<file path="src/rtl/scc_pkg.sv">
// Shared encodings for the EX issue controller: decode classes, branch conditions,
// flag bit positions and FSM states.
package scc_pkg;

    localparam logic [1:0] CLS_ALU  = 2'b00;
    localparam logic [1:0] CLS_MEM  = 2'b01;
    localparam logic [1:0] CLS_BR   = 2'b10;
    localparam logic [1:0] CLS_CTRL = 2'b11;

    localparam logic [3:0] OP_HALT = 4'hF;

    localparam logic [3:0] COND_EQ = 4'h0;
    localparam logic [3:0] COND_NE = 4'h1;
    localparam logic [3:0] COND_CS = 4'h2;
    localparam logic [3:0] COND_CC = 4'h3;
    localparam logic [3:0] COND_MI = 4'h4;
    localparam logic [3:0] COND_PL = 4'h5;
    localparam logic [3:0] COND_VS = 4'h6;
    localparam logic [3:0] COND_VC = 4'h7;
    localparam logic [3:0] COND_HI = 4'h8;
    localparam logic [3:0] COND_LS = 4'h9;
    localparam logic [3:0] COND_GE = 4'hA;
    localparam logic [3:0] COND_LT = 4'hB;
    localparam logic [3:0] COND_GT = 4'hC;
    localparam logic [3:0] COND_LE = 4'hD;
    localparam logic [3:0] COND_AL = 4'hE;
    localparam logic [3:0] COND_NV = 4'hF;

    localparam int FLAG_N = 3;
    localparam int FLAG_Z = 2;
    localparam int FLAG_C = 1;
    localparam int FLAG_V = 0;

    typedef enum logic [1:0] {
        ST_RUN      = 2'd0,
        ST_MEM_WAIT = 2'd1,
        ST_FLUSH    = 2'd2,
        ST_HALTED   = 2'd3
    } state_t;

endpackage

</file>
<file path="src/rtl/cond_eval.sv">
// Combinational branch-condition evaluator: (b_cond, {N,Z,C,V}) -> taken.
module cond_eval
    import scc_pkg::*;
(
    input  logic [3:0] b_cond,
    input  logic [3:0] flags,
    output logic       taken
);

    logic n, z, c, v;
    assign n = flags[FLAG_N];
    assign z = flags[FLAG_Z];
    assign c = flags[FLAG_C];
    assign v = flags[FLAG_V];

    always_comb begin
        taken = 1'b0;
        case (b_cond)
            COND_EQ: taken = z;
            COND_NE: taken = !z;
            COND_CS: taken = c;
            COND_CC: taken = !c;
            COND_MI: taken = n;
            COND_PL: taken = !n;
            COND_VS: taken = v;
            COND_VC: taken = !v;
            COND_HI: taken = c && !z;
            COND_LS: taken = !c || z;
            COND_GE: taken = (n == v);
            COND_LT: taken = (n != v);
            COND_GT: taken = !z && (n == v);
            COND_LE: taken = z || (n != v);
            COND_AL: taken = 1'b1;
            default: taken = 1'b0;
        endcase
    end

endmodule

</file>
<file path="src/rtl/ex_issue_ctrl.sv">
// EX-stage issue controller: accepts decoded instructions, drives EX strobes, memory
// handshake, branch flush and halt. Define EX_CTRL_PERF_CNT_EN to build the stall counter.
module ex_issue_ctrl
    import scc_pkg::*;
#(
    parameter int FLUSH_CYCLES = 2,
    parameter int CNT_W        = 16
) (
    input  logic             clk,
    input  logic             rst_n,
    input  logic             id_valid,
    output logic             id_ready,
    input  logic [1:0]       id_1ld,
    input  logic             id_special,
    input  logic [3:0]       id_2ld,
    input  logic [3:0]       id_b_cond,
    input  logic [2:0]       id_dest_reg,
    input  logic [3:0]       flags,
    output logic             ex_issue,
    output logic             ex_wr_en,
    output logic [2:0]       ex_wr_reg,
    output logic             mem_req,
    output logic             mem_we,
    input  logic             mem_ack,
    output logic             branch_taken,
    output logic             flush,
    output logic             halted,
    output logic [CNT_W-1:0] stall_cycles
);

    localparam int FC_W = (FLUSH_CYCLES > 1) ? $clog2(FLUSH_CYCLES) : 1;

    state_t          state;
    logic            flags_pend;
    logic [FC_W-1:0] flush_cnt;
    logic [2:0]      mem_dest;
    logic            accept;
    logic            cond_taken;

    // A branch must see flags written by the ALU op just issued, so it waits one cycle.
    assign id_ready = (state == ST_RUN) && !(flags_pend && (id_1ld == CLS_BR));
    assign accept   = id_valid && id_ready;

    cond_eval u_cond_eval (
        .b_cond (id_b_cond),
        .flags  (flags),
        .taken  (cond_taken)
    );

    always_ff @(posedge clk or negedge rst_n) begin
        if (!rst_n) begin
            state        <= ST_RUN;
            flags_pend   <= 1'b0;
            flush_cnt    <= '0;
            mem_dest     <= '0;
            ex_issue     <= 1'b0;
            ex_wr_en     <= 1'b0;
            ex_wr_reg    <= '0;
            mem_req      <= 1'b0;
            mem_we       <= 1'b0;
            branch_taken <= 1'b0;
            flush        <= 1'b0;
            halted       <= 1'b0;
        end else begin
            ex_issue     <= 1'b0;
            ex_wr_en     <= 1'b0;
            branch_taken <= 1'b0;
            flags_pend   <= 1'b0;
            case (state)
                ST_RUN: begin
                    if (accept) begin
                        case (id_1ld)
                            CLS_ALU: begin
                                ex_issue   <= 1'b1;
                                ex_wr_en   <= 1'b1;
                                ex_wr_reg  <= id_dest_reg;
                                flags_pend <= 1'b1;
                            end
                            CLS_MEM: begin
                                ex_issue <= 1'b1;
                                mem_req  <= 1'b1;
                                mem_we   <= id_2ld[0];
                                mem_dest <= id_dest_reg;
                                state    <= ST_MEM_WAIT;
                            end
                            CLS_BR: begin
                                if (cond_taken) begin
                                    branch_taken <= 1'b1;
                                    flush        <= 1'b1;
                                    flush_cnt    <= FC_W'(FLUSH_CYCLES - 1);
                                    state        <= ST_FLUSH;
                                end
                            end
                            default: begin
                                if (id_special && (id_2ld == OP_HALT)) begin
                                    halted <= 1'b1;
                                    state  <= ST_HALTED;
                                end
                            end
                        endcase
                    end
                end
                ST_MEM_WAIT: begin
                    // mem_req is always high here, so any ack completes the request.
                    if (mem_ack) begin
                        mem_req <= 1'b0;
                        mem_we  <= 1'b0;
                        if (!mem_we) begin
                            ex_wr_en  <= 1'b1;
                            ex_wr_reg <= mem_dest;
                        end
                        state <= ST_RUN;
                    end
                end
                ST_FLUSH: begin
                    if (flush_cnt == '0) begin
                        flush <= 1'b0;
                        state <= ST_RUN;
                    end else begin
                        flush_cnt <= flush_cnt - 1'b1;
                    end
                end
                ST_HALTED: state <= ST_HALTED;
                default:   state <= ST_RUN;
            endcase
        end
    end

`ifdef EX_CTRL_PERF_CNT_EN
    logic [CNT_W-1:0] stall_q;

    always_ff @(posedge clk or negedge rst_n) begin
        if (!rst_n) begin
            stall_q <= '0;
        end else if (id_valid && !id_ready && (stall_q != '1)) begin
            stall_q <= stall_q + 1'b1;
        end
    end

    assign stall_cycles = stall_q;
`else
    assign stall_cycles = '0;
`endif

endmodule
</file>
<file path="config.mk">
export PLATFORM = sky130hd
export DESIGN_NAME = ex_issue_ctrl
export DESIGN_NICKNAME = d
export VERILOG_FILES = /design/src/rtl/scc_pkg.sv /design/src/rtl/cond_eval.sv /design/src/rtl/ex_issue_ctrl.sv
export SDC_FILE = /design/constraint.sdc
export NUM_CORES = 1
export LEC_CHECK = 0
export ABC_CLOCK_PERIOD_IN_PS = 2100
export CORE_AREA = 8 8 66 51
export CTS_BUF_LIST = sky130_fd_sc_hd__clkbuf_8
export DETAILED_ROUTE_END_ITERATION = 7
export DIE_AREA = 0 0 74 59
export DONT_BUFFER_PORTS = 1
export PLACE_DENSITY = 0.69
export SLEW_MARGIN = 15
export SYNTH_ARGS = -nofsm -noshare
export SYNTH_HDL_FRONTEND = slang
export SYNTH_SLANG_ARGS = --single-unit
</file>
<file path="constraint.sdc">
create_clock -name clk -period 2.1 [get_ports clk]
set_input_delay 0.21 -clock clk [delete_from_list [all_inputs] [get_ports clk]]
set_output_delay 0.21 -clock clk [all_outputs]
set_load 0.005 [all_outputs]
</file>
-- Word level (Yosys, flattened, before mapping)
Cells that the tools add are included.
- reductions and logical operators: 27
- add/subtract/negate cells: 1
- equality and inequality tests: 33
- bitwise gates (word level): 1
- multiplexer cells: 40
- operators with widths (kind ; count):
    == test 4 bit, second input constant ; 8
    two-way mux 1 bit ; 22
    == test 4 x 3 -> 1 bit, second input constant ; 4
    case mux 1 bit (15 select lines) ; 1
    two-way mux 3 bit ; 4
    != test 2 bit, second input constant ; 6
    AND reduction 4 bit ; 3
    two-way mux 2 bit ; 5
    case mux 1 bit (2 select lines) ; 5
    AND reduction 5 bit ; 2
    == test 4 x 2 -> 1 bit, second input constant ; 2
    case mux 2 bit (4 select lines) ; 1
    == test 2 bit, second input constant ; 3
    logical AND 1 bit ; 6
    != test 2 x 1 -> 1 bit, second input constant ; 3
    case mux 2 bit (3 select lines) ; 1
    case mux 3 bit (2 select lines) ; 1
    AND reduction 6 bit ; 1
    zero test 1 bit ; 5
    == test 2 x 1 -> 1 bit, second input constant ; 2
    == test 4 x 1 -> 1 bit, second input constant ; 1
    zero test 2 bit ; 2
    zero test 4 bit ; 1
    != test 4 x 1 -> 1 bit, second input constant ; 1
    10 further kinds ; 12
- word-level logic and storage cells: 114
- output and inout port bits: 27
- input port bits: 22
- bits in registers: 17

-- Logic depth before layout (Yosys ltp)
Gate-level depths: netlist (run 1).
- depth after elaboration: 7
- depth in mapped cells: 6
- depth with buffers taken out: 5

-- Cells and area by module
From an unflattened synthesis (run 1), not the netlist that was laid out.
- cell total of the unflattened synthesis: 109
- area total of the unflattened synthesis: 1103.6 µm²
- modules (own cells, without submodules) (module ; area each (µm²) ; seq. area each (µm²) ; instances ; cells an instance):
    ex_issue_ctrl ; 909.6 ; 425.4 ; 1 ; 81
    cond_eval ; 193.9 ; 0.0 ; 1 ; 28

-- Least setup slack after synthesis (run 1)
No wires, ideal clock.
- kind: input port to flip-flop
- from: in id_b_cond[3]
- to: reg flush
- stages: 6
- setup time: 104 ps
- path buffers: 1
- arrival: 1431 ps
- path slack: 566 ps
- required time: 1996 ps
- path through: buf_4 a21bo_1 or4_4 a32oi_2 nor3_2 o41ai_2
- cells in the longest elaborated chain, start to end: 4
- elaborated cells between the ends (all ways): 18
- those cells by class: eq/ne (15); mux (1); reduce/logical (2)
- ends and longest elaborated chain (what ; line ; RTL):
    start, declared ; ex_issue_ctrl.sv:16 ; input logic [3:0] id_b_cond,
    == test 4 bit, or another cell as far along ; cond_eval.sv:18 ; case (b_cond)
    case mux 1 bit (15 select lines) * ; cond_eval.sv:18 ;
    != test 2 bit (no line) * ; - ;
    AND reduction 5 bit (no line) * ; - ;
    end signal, assigned ; ex_issue_ctrl.sv:62 ; flush <= 1'b0;
    end signal, assigned ; ex_issue_ctrl.sv:89 ; flush <= 1'b1;
    end signal, assigned ; ex_issue_ctrl.sv:117 ; flush <= 1'b0;
    end, declared ; ex_issue_ctrl.sv:26 ; output logic flush,
Every way passes the cells marked *; elsewhere a longest branch is shown, timed or not.
A chain may end at the register's enable or synchronous reset.

-- Worst setup path in the final report (run 1)
- from: reg state[0]
- to: reg state[0]
- cells in the longest elaborated chain, start to end: 5
- elaborated cells between the ends (all ways): 14
- those cells by class: eq/ne (9); mux (1); reduce/logical (4)
- ends and longest elaborated chain (what ; line ; RTL):
    start, declared ; ex_issue_ctrl.sv:33 ; state_t state;
    start signal, assigned ; ex_issue_ctrl.sv:52 ; state <= ST_RUN;
    start signal, assigned ; ex_issue_ctrl.sv:84 ; state <= ST_MEM_WAIT;
    start signal, assigned ; ex_issue_ctrl.sv:91 ; state <= ST_FLUSH;
    zero test 2 bit ; ex_issue_ctrl.sv:41, ex_issue_ctrl.sv:69 ;
    logical AND 1 bit ; ex_issue_ctrl.sv:41 ; assign id_ready = (state == ST_RUN) && !(flags_pend && (id_1ld == CLS_BR));
    logical AND 1 bit ; ex_issue_ctrl.sv:42 ; assign accept = id_valid && id_ready;
    != test 2 bit (no line) ; - ;
    AND reduction 6 bit (no line) ; - ;
Parallel ways exist; a longest one is shown, timed or not.

==> results of run 1 <==
[Yosys cell counts (all sizes together)]
library cell	n
and4bb	1
nor3	3
o31ai	1
a32oi	1
a211o	1
a21boi	1
or4	2
mux2i	2
xor2	2
a21oi	4
nor4	3
or2b	1
or3	2
buf	20
a211oi	1
o221ai	1
mux2	9
o41a	1
conb	1
nand2	6
or3b	1
nand3b	1
a2111oi	1
nand2b	6
dfrtp	17
nand4	3
nand4b	1
inv	6
nor4bb	1
and3	1
a21o	1
a31oi	2
a32o	1
nand3	1
o21ai	4
or2	1
nor3b	1
nor2b	4
o21bai	1
a21bo	1
nor2	5
o41ai	1
o22ai	1
[where the power goes]
part	internal, mW	total [mW]	switching, mW
clock network	0.132	0.244	0.112
logic	0.198	0.381	0.183
registers	0.452	0.563	0.111
total	0.782	1.19	0.406
[final timing paths]
path / start / end / cells after the start
setup / recovery: state[0] / state[0] / 4
hold / removal: id_1ld[1] / ex_issue / 1
setup reg to reg: state[0] / state[0] / 4
hold reg to reg: mem_dest[0] / mem_dest[0] / 1
max in group asynchronous: rst_n / flush_cnt / 1
min in group asynchronous: rst_n / ex_wr_en / 1
[logic make-up after synthesis]
logic type                Yosys count
and+or+nand+nor                    44
DFF                                17
buffers and inverters              26
xor gates and xnor gates            2
AOI/OAI and AO/OA                  24
other                               1
muxes                              11
[metal layers]
metal,global-route usage [%],up-vias
met4,6.80,0
met2,17.1,35
met3,5.41,4
li1,-,420
met1,14.5,411
met5,0,-
[metrics by stage]
stage	hold WS (ns)	instance area, um^2	setup WS (ns)	utilization (%)	power [mW]
2_1_floorplan	-0.0856	1270	0.566	-	0.895
3_3_place_gp	-0.0851	1160	0.447	49.5	0.933
3_5_place_dp	-0.0851	1160	0.358	49.5	0.950
4_1_cts	0.0133	1220	0.346	51.9	1.21
5_1_grt	0.0190	1220	0.224	51.9	1.28
6_report	0.0203	1220	0.340	51.9	1.19
[cell usage in the layout, fill, tap and decap left out, drive strengths merged, types with 2 or more instances in the layout]
cell	instances
a21oi	4
a31oi	2
clkbuf	3
conb	16
dfrtp	17
inv	6
mux2	9
mux2i	2
nand2	6
nand2b	6
nand4	3
nor2	5
nor2b	4
nor3	3
nor4	3
o21ai	4
or3	2
or4	2
xor2	2
[cell type report]
cell class                      instances  area share (%)
Inverter                                6            1.85
Clock buffer                            3            3.39
Clock inverter                          1           0.411
Tap cell                               34            3.49
Timing Repair Buffer                    1           0.821
Sequential cell                        17            34.9
Multi-Input combinational cell         97            55.1
==> implementation parameters, run 1 <==
Parameter                              Value

Status
  Outcome    complete, no violations

Route
  Total met2 wirelength after detailed routing    1.14 mm
  DRT met1 WL    1.07 mm
  DR top layer    met4
  Number of iterations in the first detailed-routing pass    7
  Via/cell ratio    5.47
  Routed wire length on met3    275 um
  First-iteration detailed-routing DRC count    28
  Final wirelength    2.53 mm
  Avg WL per Cell    15.9 um
  Count of nets left with antenna violations after detail routing    0
  Vias    870
  DRC Markers    0

Setup path
  Family of cells with the greatest summed delay on the critical path    compound AO/OA/AOI/OAI gates
  Slowest stage cell, crit path    sky130_fd_sc_hd__a2111oi_0
  CP Buf/Inv Count    0
  Type of element launching the critical path    flop
  Ordered cell list for the critical path    or2_1 > nor3_1 > a2111oi_0 > a32o_1
  Sort of element at the end of the critical path    flop
  Critical path start-end classification    flop to flop
  Top fanout value on the critical path    11
  Data arrival time of the critical path    1.95 ns
  Required @ worst endpoint    2.29 ns
  CP peak stage delay    0.64 ns
  Flop2flop setup slack    0.34 ns

Timing
  Post-Route Skew    0.00126 ns
  FMAX    0.568 GHz
  RSZ-0062 raised after global routing    false
  Final setup TNS    0 ns
  Final number of setup-violating endpoints    0
  Part of the cycle the worst path needs    83.8%
  Total count of max-transition violations in the final report    0
  Measured slew at the worst slew-check pin    0.735 ns
  Hold violation total from the final report    0
  Time the final worst path needs with I/O delays and setup    1.76 ns
  Worst slew margin relative to its limit    50.8%

Floorplanning
  Area of the placeable core    2350 um^2
  Number of top-level pins    49
  Die height    59 um
  Starting utilization of the core area    51.7%
  Area of the die    4370 um^2
  Horizontal die dimension    74 um
  Cell Rows    15

Global route
  Pin count of the biggest net entering global routing    18
  Initial antenna violation count    0
  Wire length of the first global-routing pass    3.94 mm
  Global Route Usage Sum    12.0%
  Aggregate global routing overflow    0
  Number of global-route vias before repair    827

Logic synthesis
  Main combinational cell family by area after synthesis    simple AND/OR/NAND/NOR gates
  Post-synthesis mux area share    10.0%
  Post-Syn Area per Cell    9.70 um^2
  Number of standard cells after synthesis    125
  Most area-hungry cell type in the Yosys netlist    sky130_fd_sc_hd__dfrtp_1
  Number of storage elements in the synthesis netlist    17
  Total number of yosys warnings    0
  Cells taking the most area after synthesis    sky130_fd_sc_hd__dfrtp_1, sky130_fd_sc_hd__buf_4, sky130_fd_sc_hd__mux2_2
  Synth top area share    35.1%
  Netlist Area Pre-Place    1210 um^2
  Compound-Gate Fraction of Synth Area    16.2%
  Distinct cells, synth    48
  Part of the Yosys area used for sequential elements    35.1%
  Post-synthesis adder-cell area fraction    0%
  Xor-xnor portion of the synthesized cell area    1.44%
  Simple-gate share of the synthesized area    22.8%

Job
  Maximum capacitance violations    0

Placed design
  Routability congestion estimate    0.753
  Final HPWL from detailed placement    2.03 mm
  Total instance count after detailed placement    154
  Quantity of I/O buffers inserted on ports    0

Power
  Total leakage power    0.526 nW
  Maximum VDD drop    0.557 mV
  Areal power density over the cells    975 nW/um^2

Clocking
  Post-cts sizing count    0
  CTS hold repair buffers    1
  Master cell of the clock root buffer    sky130_fd_sc_hd__clkbuf_8
  Post-CTS Setup Bufs    0
  Count of clock tree sinks    17
  Source-to-sink clock delay at the later pin of the worst-skew pair    0.26 ns
  Maximum count of clock buffers along a single path    2
  CTS H-Tree Depth    1
  Clock transition at the registers of the reported paths    0.06 ns
  CTS tree    built
  Number of buffers added by the clock tree synthesis step    3

Finish
  Share of cells above drive strength 1    16.0%
  Area used by multi-input combinational logic    672 um^2
  Register area    425 um^2
  Synthesis-to-layout area growth    0.516%
  # diodes    0
  Number of nets in the final layout    148
  Final std cells w/o fill    159
  Filler cells    229

Worst hold path
  Class of the worst hold path    input port to flop
No activity file was read; power rests on OpenSTA's default activity.
==> inputs of run 2 (changes only) <==
--- a/config.mk
+++ b/config.mk
@@ -5,7 +5,7 @@
 export SDC_FILE = /design/constraint.sdc
 export NUM_CORES = 1
 export LEC_CHECK = 0
-export ABC_CLOCK_PERIOD_IN_PS = 2100
+export ABC_CLOCK_PERIOD_IN_PS = 1800
 export CORE_AREA = 8 8 66 51
 export CTS_BUF_LIST = sky130_fd_sc_hd__clkbuf_8
 export DETAILED_ROUTE_END_ITERATION = 7
==> constraint.sdc (replaced) <==
create_clock -name clk -period 1.8 [get_ports clk]
set_input_delay 0.18 -clock clk [delete_from_list [all_inputs] [get_ports clk]]
set_output_delay 0.18 -clock clk [all_outputs]
set_load 0.005 [all_outputs]
==> implementation parameters, run 2 (synthesis results as in run 1) <==
Parameter                              Value

Status
  Outcome    complete, no violations

Clocking
  Master cell of the clock root buffer    sky130_fd_sc_hd__clkbuf_8
  CTS H-Tree Depth    1
  Maximum count of clock buffers along a single path    2
  CTS tree    built
  Clock transition at the registers of the reported paths    0.06 ns
  Number of buffers added by the clock tree synthesis step    3
  Post-CTS Setup Bufs    0
  Source-to-sink clock delay at the later pin of the worst-skew pair    0.25 ns
  Count of clock tree sinks    17

Power
  Maximum VDD drop    0.493 mV
  Total leakage power    0.535 nW
  Areal power density over the cells    1120 nW/um^2
  Overall power    1.40 mW

Floorplanning
  Starting utilization of the core area    51.7%
  Area of the placeable core    2350 um^2
  Area of the die    4370 um^2
  Number of top-level pins    49
  Die height    59 um
  Cell Rows    15
  Horizontal die dimension    74 um

Finish
  Finished Cell Area    1250 um^2
  Synthesis-to-layout area growth    2.79%
  # diodes    0
  Number of nets in the final layout    150
  Commonest cells after routing, fill and taps aside    sky130_fd_sc_hd__dfrtp_1, sky130_fd_sc_hd__conb_1, sky130_fd_sc_hd__mux2_2
  Most common library cell in the layout ignoring fill and taps    sky130_fd_sc_hd__dfrtp_1
  Share of cells above drive strength 1    16.5%
  Filler cells    210

Job
  Maximum capacitance violations    0

Route
  Count of nets left with antenna violations after detail routing    0
  First-iteration detailed-routing DRC count    28
  Final wirelength    2.50 mm
  DRC Markers    0
  Number of iterations in the first detailed-routing pass    4
  Vias    880
  Avg WL per Cell    15.5 um
  Via/cell ratio    5.47

Global route
  Wire length of the first global-routing pass    3.84 mm
  Global Route Usage Sum    11.2%
  Initial antenna violation count    0
  Pin count of the biggest net entering global routing    18
  Aggregate global routing overflow    0
  Number of global-route vias before repair    838

Setup path
  Flop2flop setup slack    0.11 ns
  Worst setup path start    state[0]
  Number of cells on the worst reg-to-reg path    5
  Ordered cell list for the critical path    or2_1 > nor3_1 > a2111oi_1 > nand2_1 > o22ai_1
  Required @ worst endpoint    1.97 ns
  CP peak stage delay    0.56 ns
  Sort of element at the end of the critical path    flop
  Critical path start-end classification    flop to flop
  Data arrival time of the critical path    1.86 ns
  Top fanout value on the critical path    11
  Origin of the critical flop-to-flop path    state[0]
  R2r endpoint    state[1]
  Slowest stage cell, crit path    sky130_fd_sc_hd__a2111oi_1
  Type of element launching the critical path    flop

Timing
  Final setup TNS    0 ns
  Time the final worst path needs with I/O delays and setup    1.69 ns
  Worst setup slack after layout    0.113 ns
  Part of the cycle the worst path needs    93.7%
  Post-Route Skew    0.000699 ns
  Final number of setup-violating endpoints    0
  FMAX    0.593 GHz
  Hold slack final    0.0637 ns
  Measured slew at the worst slew-check pin    0.749 ns
  Hold violation total from the final report    0
  Worst slew margin relative to its limit    49.9%
  Total count of max-transition violations in the final report    0
  RSZ-0062 raised after global routing    false

Worst hold path
  Instance count along the most critical hold path    2
  Hold_sp    id_2ld[0]
  Class of the worst hold path    input port to flop
  End of the worst hold path    mem_we

Placed design
  Cell area after placement    1160 um^2
  Final HPWL from detailed placement    1.98 mm
  Post-place setup slack    0.0662 ns
  Routability congestion estimate    0.753
  Quantity of I/O buffers inserted on ports    0
run 2: changes by cell type in the layout (fill, tap and decap cells not counted), sizes merged:
cell	delta
dlygate4sd3	+2
run 2: metal layers:
metal / share of wire (%) / global-route usage (%) / up-vias
met3: 11 / 5.41 / 4
li1: - / - / 423
met4: 0.64 / 2.83 / 0
met5: 0 / 0 / -
met1: 41 / 14.1 / 420
met2: 47 / 16.6 / 33
run 2: layout make-up:
cell class / count / area [um^2] / area share, %
multi-input cells: 97 / 679 / 54.5
flip-flops and latches: 17 / 425 / 34.1
well taps: 34 / 42.5 / 3.41
clock buffers: 3 / 41.3 / 3.31
repair buffers: 3 / 30.0 / 2.41
inverters: 6 / 22.5 / 1.81
clock inverters: 1 / 5.00 / 0.402
run 2: through the flow:
step / utilization, % / cells
floorplan: - / 140
global placement: 49.5 / 154
finish: 53.1 / 161
detailed placement: 49.5 / 154
CTS: 52.8 / 161
global route: 53.1 / 161
run 2: power breakdown:
group	internal [mW]	switching [mW]
Sequential	0.528	0.129
Clock	0.154	0.128
Combinational	0.239	0.223
Total	0.920	0.480
run 2: timing repair:
action,4_1_cts,5_1_grt
endpoints found under the hold margin,19,0
resized for setup,0,2
endpoints found under the setup margin,0,5
hold buffers,3,0
run 2: how the worst max path moves through the flow:
stage                               to  slack [ns]  depth (start not counted)
after floorplan           ex_wr_reg[0]        0.29                          6
after global routing      ex_wr_reg[2]        0.01                          5
after global placement        state[1]        0.15                          5
after detailed placement      state[1]        0.07                          5
after CTS                     state[1]        0.05                          5
final                         state[1]        0.11                          5
run 2: worst max-delay path, delay by kind of cell (launching register included):
family          cells  cell delay, ns
flops               1            0.51
simple gates        3            0.40
compound gates      2            0.71
==> inputs of run 3 (changes only) <==
--- a/config.mk
+++ b/config.mk
@@ -6,13 +6,14 @@
 export NUM_CORES = 1
 export LEC_CHECK = 0
 export ABC_CLOCK_PERIOD_IN_PS = 1800
-export CORE_AREA = 8 8 66 51
+export CORE_AREA = 8 8 60 52
 export CTS_BUF_LIST = sky130_fd_sc_hd__clkbuf_8
 export DETAILED_ROUTE_END_ITERATION = 7
-export DIE_AREA = 0 0 74 59
+export DIE_AREA = 0 0 68 60
 export DONT_BUFFER_PORTS = 1
 export PLACE_DENSITY = 0.69
-export SLEW_MARGIN = 15
+export SLEW_MARGIN = 20
 export SYNTH_ARGS = -nofsm -noshare
 export SYNTH_HDL_FRONTEND = slang
+export SYNTH_HIERARCHICAL = 1
 export SYNTH_SLANG_ARGS = --single-unit
==> implementation parameters, run 3 <==
Parameter                              Value

Power
  Areal power density over the cells    954 nW/um^2
  Maximum VDD drop    0.704 mV
  Fraction of power spent switching nets    28.8%
  Sequential cell fraction of total power    51.5%
  Switching power total    311 uW
  Internal power    770 uW
  Proportion of power drawn by the clock network    25.6%
  Total leakage power    0.512 nW
  Combinational group share of total power    22.9%

Clocking
  Post-cts sizing count    0
  CTS tree    built
  Number of buffers added by the clock tree synthesis step    3
  Source-to-sink clock delay at the later pin of the worst-skew pair    0.25 ns
  Post-CTS Setup Bufs    0
  Count of clock tree sinks    17
  Master cell of the clock root buffer    sky130_fd_sc_hd__clkbuf_8
  Clock transition at the registers of the reported paths    0.06 ns
  CTS H-Tree Depth    1
  Maximum count of clock buffers along a single path    2
  CTS hold repair buffers    2

Route
  Number of iterations in the first detailed-routing pass    4
  First-iteration detailed-routing DRC count    50
  Vias    768
  DRT met1 WL    988 um
  DRC Markers    0
  Final wirelength    2.32 mm
  Avg WL per Cell    16.6 um
  DR top layer    met3
  Routed wire length on met3    310 um
  Count of nets left with antenna violations after detail routing    0
  Via/cell ratio    5.49
  Total met2 wirelength after detailed routing    1.02 mm

Job
  Maximum capacitance violations    0

Timing
  RSZ-0062 raised after global routing    false
  Worst slew margin relative to its limit    49.3%
  Final setup TNS    0 ns
  Total count of max-transition violations in the final report    0
  Final number of setup-violating endpoints    0
  Time the final worst path needs with I/O delays and setup    1.59 ns
  Post-Route Skew    0.00397 ns
  Measured slew at the worst slew-check pin    0.758 ns
  Part of the cycle the worst path needs    88.3%
  FMAX    0.629 GHz
  Hold violation total from the final report    0

Finish
  Share of cells above drive strength 1    16.8%
  Filler cells    214
  Most common library cell in the layout ignoring fill and taps    sky130_fd_sc_hd__dfrtp_1
  Number of nets in the final layout    136
  Synthesis-to-layout area growth    2.72%
  Finished Cell Area    1130 um^2
  # diodes    0
  Commonest cells after routing, fill and taps aside    sky130_fd_sc_hd__dfrtp_1, sky130_fd_sc_hd__conb_1, sky130_fd_sc_hd__mux2_2

Logic synthesis
  Synth top area share    38.5%
  Distinct cells, synth    42
  Top cell types by occurrence after synthesis    sky130_fd_sc_hd__buf_4, sky130_fd_sc_hd__dfrtp_1, sky130_fd_sc_hd__mux2_2
  Main combinational cell family by area after synthesis    simple AND/OR/NAND/NOR gates
  Most used flip-flop cell after synthesis    sky130_fd_sc_hd__dfrtp_1
  Number of storage elements in the synthesis netlist    17
  Post-synthesis mux area share    11.5%
  Cells taking the most area after synthesis    sky130_fd_sc_hd__dfrtp_1, sky130_fd_sc_hd__buf_4, sky130_fd_sc_hd__mux2_2
  Number of flops mapped to enable cells by yosys    0
  Compound-Gate Fraction of Synth Area    15.1%
  Xor-xnor portion of the synthesized cell area    2.27%
  Number of standard cells after synthesis    109
  Fraction of synthesis flops using an asynchronous set or reset pin    100%
  Post-Syn Area per Cell    10.1 um^2
  Total number of yosys warnings    6
  Most area-hungry cell type in the Yosys netlist    sky130_fd_sc_hd__dfrtp_1
  Simple-gate share of the synthesized area    17.6%
  Post-synthesis adder-cell area fraction    0%
  Netlist Area Pre-Place    1100 um^2
  Part of the Yosys area used for sequential elements    38.5%

Setup path
  Required @ worst endpoint    1.93 ns
  Flop2flop setup slack    0.21 ns
  Data arrival time of the critical path    1.73 ns
  R2r endpoint    ex_wr_reg[2]
  Origin of the critical flop-to-flop path    state[0]
  Number of cells on the worst reg-to-reg path    3
  Top fanout value on the critical path    4
  Crit path to    ex_wr_reg[2]
  Worst setup path start    state[0]
  Type of element launching the critical path    flop
  Sort of element at the end of the critical path    flop
  Critical path start-end classification    flop to flop

Floorplanning
  Area of the die    4080 um^2
  Cell Rows    16
  Starting utilization of the core area    49.2%
  Area of the placeable core    2240 um^2
  Number of top-level pins    49
  Die height    60 um
  Horizontal die dimension    68 um

Worst hold path
  Class of the worst hold path    input port to flop

Placed design
  Routability congestion estimate    0.790
  Quantity of I/O buffers inserted on ports    0
  Final HPWL from detailed placement    1.85 mm
  Cell area after placement    1070 um^2

Global route
  Global Route Usage Sum    11.4%
  Pin count of the biggest net entering global routing    18
  Aggregate global routing overflow    0
  Number of global-route vias before repair    726
  Initial antenna violation count    0
  Wire length of the first global-routing pass    3.57 mm

Status
  Outcome    complete, no violations
[run 3: area by class of cell]
| cell class | count | area (um^2) | area share [%] |
|---|---|---|---|
| flip-flops and latches | 17 | 425 | 37.5 |
| clock buffers | 3 | 41.3 | 3.64 |
| inverters | 4 | 15.0 | 1.32 |
| repair buffers | 5 | 42.5 | 3.75 |
| well taps | 27 | 33.8 | 2.98 |
| multi-input cells | 83 | 572 | 50.4 |
| clock inverters | 1 | 3.75 | 0.331 |
[run 3: stage by stage]
step / power, mW / util, % / worst slack (ns) / hold WS [ns] / instances
finish: 1.08 / 50.6 / 0.210 / 0.0490 / 140
CTS: 1.10 / 50.6 / 0.202 / 0.0437 / 140
detailed placement: 0.803 / 47.7 / 0.215 / -0.115 / 134
global route: 1.15 / 50.6 / 0.109 / 0.0508 / 140
global placement: 0.793 / 47.7 / 0.219 / -0.115 / 134
floorplan: 0.774 / - / 0.226 / -0.116 / 124
[run 3: power by group through the flow]
stage	Clock, mW	Combinational (mW)	Sequential [mW]
finish	0.277	0.248	0.557
global route	0.303	0.276	0.575
CTS	0.286	0.248	0.561
detailed placement	0	0.235	0.568
global placement	0	0.230	0.562
floorplan	0	0.233	0.541
[run 3: logic make-up (layout without fill, tap and decap cells)]
family | Yosys count | count (layout)
and+or+nand+nor | 32 | 32
buffers and inverters | 24 | 13
muxes | 11 | 11
DFF | 17 | 17
other | 1 | 16
AOI/OAI and AO/OA | 22 | 22
xor gates and xnor gates | 2 | 2
[run 3: worst min path at each step]
stage	start	endpoint	slack, ns	cells past startpoint
floorplan	rst_n	branch_taken	-0.12	0
global placement	rst_n	ex_wr_en	-0.12	0
detailed placement	rst_n	ex_wr_en	-0.12	0
CTS	id_2ld[0]	mem_we	0.04	2
global route	id_2ld[0]	mem_we	0.05	2
finish	id_2ld[0]	mem_we	0.05	2
[run 3: metal layers]
metal	vias to the layer above	track usage, %
met1	363	16.0
met2	38	15.5
met3	0	5.43
met5	-	0
met4	0	1.75
li1	367	-
[run 3: worst max-delay path: stages (launching register included)]
cell                      delay (ns)
sky130_fd_sc_hd__dfrtp_1        0.37
sky130_fd_sc_hd__or4b_4         0.56
sky130_fd_sc_hd__a21oi_4        0.20
sky130_fd_sc_hd__mux2_2         0.35
